$ cat src/rtl/uart_tx_abaud.sv
// UART transmitter: 8N1 framing, LSB first, programmable bit period,
// optional 0x55 auto-baud sync character and one-cycle completion flag.
module uart_tx_abaud #(
    parameter int unsigned DIV_W = 16
) (
    input  logic             clk,
    input  logic             rst,
    input  logic             tx_en,
    input  logic [DIV_W-1:0] brg,
    input  logic [7:0]       tx_data,
    input  logic             tx_sync,
    input  logic             tx_start,
    output logic             UxTX,
    output logic             busy,
    output logic             UxTXIF
);

    typedef enum logic [2:0] {
        S_IDLE  = 3'd0,
        S_START = 3'd1,
        S_DATA  = 3'd2,
        S_STOP  = 3'd3,
        S_DONE  = 3'd4
    } state_t;

    state_t           state, state_nx;
    logic [7:0]       sh, sh_nx;
    logic [2:0]       bcnt, bcnt_nx;
    logic [DIV_W-1:0] tcnt, tcnt_nx;
    logic [DIV_W-1:0] div, div_nx;
    logic             t_zero;

    assign t_zero = (tcnt == '0);

    always_ff @(posedge clk or negedge rst) begin
        if (!rst) begin
            state <= S_IDLE;
            sh    <= '0;
            bcnt  <= '0;
            tcnt  <= '0;
            div   <= '0;
        end else begin
            state <= state_nx;
            sh    <= sh_nx;
            bcnt  <= bcnt_nx;
            tcnt  <= tcnt_nx;
            div   <= div_nx;
        end
    end

    always_comb begin
        state_nx = state;
        sh_nx    = sh;
        bcnt_nx  = bcnt;
        tcnt_nx  = tcnt;
        div_nx   = div;
        case (state)
            // DONE accepts a new request exactly like IDLE, giving back-to-back frames
            S_IDLE, S_DONE: begin
                state_nx = S_IDLE;
                if (tx_start && tx_en) begin
                    div_nx   = brg;
                    tcnt_nx  = brg;
                    sh_nx    = tx_sync ? 8'h55 : tx_data;
                    state_nx = S_START;
                end
            end
            S_START: begin
                if (t_zero) begin
                    tcnt_nx  = div;
                    bcnt_nx  = '0;
                    state_nx = S_DATA;
                end else begin
                    tcnt_nx = tcnt - DIV_W'(1);
                end
            end
            S_DATA: begin
                if (t_zero) begin
                    sh_nx   = {1'b0, sh[7:1]};
                    tcnt_nx = div;
                    if (bcnt == 3'd7) begin
                        state_nx = S_STOP;
                    end else begin
                        bcnt_nx = bcnt + 3'd1;
                    end
                end else begin
                    tcnt_nx = tcnt - DIV_W'(1);
                end
            end
            S_STOP: begin
                if (t_zero) begin
                    state_nx = S_DONE;
                end else begin
                    tcnt_nx = tcnt - DIV_W'(1);
                end
            end
            default: state_nx = S_IDLE;
        endcase
        // Losing enable mid-frame abandons the frame without a completion flag
        if (!tx_en && (state == S_START || state == S_DATA || state == S_STOP)) begin
            state_nx = S_IDLE;
        end
    end

    always_comb begin
        UxTX   = 1'b1;
        busy   = 1'b0;
        UxTXIF = 1'b0;
        case (state)
            S_START: begin
                UxTX = 1'b0;
                busy = 1'b1;
            end
            S_DATA: begin
                UxTX = sh[0];
                busy = 1'b1;
            end
            S_STOP:  busy   = 1'b1;
            S_DONE:  UxTXIF = 1'b1;
            default: ;
        endcase
    end

endmodule

$ cat config.mk
export PLATFORM = sky130hd
export DESIGN_NAME = uart_tx_abaud
export DESIGN_NICKNAME = d
export VERILOG_FILES = /design/src/rtl/uart_tx_abaud.sv
export SDC_FILE = /design/constraint.sdc
export NUM_CORES = 1
export LEC_CHECK = 0
export BUFFER_PORTS_ARGS = -buffer_cell sky130_fd_sc_hd__buf_2
export CORE_MARGIN = 5
export CORE_UTILIZATION = 58
export DETAILED_ROUTE_END_ITERATION = 10
export HOLD_SLACK_MARGIN = 0.05
export PLACE_DENSITY = 0.78
export SYNTH_ARGS = -nofsm -noshare
export SYNTH_HDL_FRONTEND = slang
export SYNTH_SLANG_ARGS = --single-unit
$ cat constraint.sdc
create_clock -name clk -period 3.7 [get_ports clk]
set_clock_uncertainty 0.2 [all_clocks]
set_input_delay 0 -clock clk [delete_from_list [all_inputs] [get_ports clk]]
set_output_delay 0 -clock clk [all_outputs]
set_load 0.02 [all_outputs]
==> flow_summary.toml <==
[timing]
max_freq_ghz = 0.310
setup_viol = 0
finalMaxSlewViolations = 0
finalCritPeriodShare_pct = 87.1
tightest_slew_ns = 1.03
timing_hold_violations_final = 0
rsz0062_at_grt = "false"
max_slew_margin_pct = 31.2
layout_min_cycle_time_ns = 3.22
setup_tns_ns = 0

[critical_path]
crit_slowest_cell = "dlygate4sd3_1"
crit_arrival_ns = 3.21
path_class = "reg2reg"
worstSetupStartpointType = "register"
timing.critical_path.fanout_max = 15
crit_required_ns = 3.69
worst_setup_path_end_kind = "register"
r2r_slack_ns = 0.48
crit_buf_inv = 2
path_cells = "inv_1, ha_1, or4b_1, nor4_4, a21oi_1, nand2_1, o41ai_1, dlygate4sd3_1"
crit_family = "simple AND/OR/NAND/NOR gates"
max_stage_delay_ns = 0.56

[synthesis]
syn_area_sq_um = 2670
synth.ff_latch_count = 46
avgSynthCellArea_sq_um = 8.75
synthMostInstantiatedCell = "nand2_1"
synth-edff-count = 0
yosysTopAreaCell = "dfrtp_1"
synth_common_cells = "nand2_1, dfrtp_1, nor2_1, o21ai_1, clkbuf_1"
ys_warn_count = 0
synth_cells = 305
yosysTopAreaCellShare_pct = 43.2
synth_area_leaders = "dfrtp_1, nand2_1, a22o_1, o21ai_1, nor2_1"
async_reset_ff_share_pct = 100
ys_seq_area_share_pct = 43.2
synthFlopType = "dfrtp_1"
syn_nets = 338
synth_cell_types = 56

[power]
irDropWorstVdd_v = 0.000339
clkPwrFrac_pct = 22.5
p_comb_share_pct = 31.2
p_leak_nw = 1.54
power_density_nw_per_um2 = 508
finalPower_mw = 1.67
pwr-share-seq_pct = 46.3
p_sw_mw = 0.600
p_sw_share_pct = 35.9
intPower_mw = 1.07

[clock_network]
cts_buffer_depth = 2
clock_latency_ns = 0.30
cts.sinks = 46
root_buffer = "clkbuf_8"
cts_max_level = 2
cts_buffers = 5
cts-resized-gates = 0
hold_buffers = 34
clkTransAtPathRegs_ns = 0.09
cts_setup_buffers = 0
cts_tree = "yes"

[global_route]
antenna_found_initial = 0
grt_max_degree = 47
grt-ovfl-total = 0
grt.total_usage_pct = 24.2
grt_pass1_vias = 2457
grt_pass1_wl_mm = 11.9

[floorplan]
die_area_sq_um = 6060
die_x_um = 77.8
initial_core_util_pct = 60.4
io_pins = 32
fp.dieH_um = 77.8
rows = 24
core_area_sq_um = 4410

[placed_design]
place.port_buffers = 31
gp_congestion = 0.882
dp_hpwl_mm = 4.29

[routing]
wl_per_cell_um = 16.7
routed_wl_mm = 6.95
final_antenna_net_count = 0
drt_first_pass_iters = 7
route.detailed.drc = 0
vias = 2487
via_per_inst = 5.98
drtIter0Drc = 214

[run]
max-cap-violations = 0

[final_layout]
drive_above_1_share_pct = 16.2
diodes = 0
fillerInstances = 309
synthToLayoutAreaGrowth_pct = 23.6
nNetsFinal = 396
utilization_pct = 74.7

[outcome]
status = "complete, no violations"

[min_path]
hp-class = "in2async"
flip-flops by register name, summed over array words and instances, names as in the netlist:
name	cells
div	16
tcnt	16
sh	8
bcnt	3
state	3
metal layers:
metal  wire length [um]  vias up  global-route usage [%]
met5                  0        -                       0
met4                145        0                    8.59
met3                334       15                    4.40
met2               3410       83                    40.7
met1               3060     1173                    31.1
li1                   -     1216                       -
metrics by stage:
| step | std cells | worst slack, ns | hold WS (ns) | cell area (sq um) |
|---|---|---|---|---|
| floorplan | 305 | 1.06 | -0.496 | 2670 |
| global placement | 374 | 0.774 | 0.00261 | 2850 |
| detailed placement | 374 | 0.728 | 0.00797 | 2850 |
| CTS | 416 | 0.530 | 0.223 | 3300 |
| global route | 416 | 0.292 | 0.254 | 3300 |
| finish | 416 | 0.479 | 0.210 | 3300 |
worst reg2reg max path: cells and delay by family, from the launching register on:
family	cells	cell delay [ns]
and+or+nand+nor	3	1.14
buffers and inverters	2	0.70
AOI/OAI and AO/OA	2	0.51
DFF	1	0.41
adders and majority gates	1	0.17
path summary, 6_finish.rpt:
path	startpoint	end	cells past startpoint
setup / recovery	tcnt[0]	sh[7]	8
hold / removal	rst	div[1]	2
setup reg to reg	tcnt[0]	sh[7]	8
hold reg to reg	div[3]	div[3]	2
max in group asynchronous	rst	tcnt[7]	2
min in group clk	tx_start	div[2]	4
layout make-up:
type / instances / area, sq um / share of cell area [%]
multi-input cells: 233 / 1410 / 42.6
inverters: 5 / 18.8 / 0.569
clock inverters: 3 / 40.0 / 1.21
clock buffers: 5 / 68.8 / 2.09
flip-flops and latches: 46 / 1150 / 34.9
well taps: 52 / 65.1 / 1.97
repair buffers: 72 / 548 / 16.6
logic make-up after synthesis:
group / share of synthesized area, %
AND/OR/NAND/NOR: 24.2
AO/OA/AOI/OAI: 23.5
flip-flops: 43.2
buffers and inverters: 4.32
multiplexers: 1.97
adder cells (fa/ha/maj): 1.88
XOR/XNOR: 0.985
layout by cell type (no fill, tap or decap), types with 8 or more instances in the layout:
master and count:
nand2_1 66, dfrtp_1 46, dlygate4sd3_1 34, buf_2 31, nor2_1 18, o21ai_1 17, a21oi_1 12, a22o_1 11
nand3_1 9, o21ai_0 8, nor3_1 8
power groups by stage:
stage	clock network, mW	logic, mW	registers (mW)
5_1_grt	0.407	0.580	0.793
3_3_place_gp	0	0.470	0.769
2_1_floorplan	0	0.375	0.737
6_report	0.377	0.522	0.775
3_5_place_dp	0	0.482	0.776
4_1_cts	0.382	0.514	0.768
Note: power is estimated with default switching activity, not from simulation.
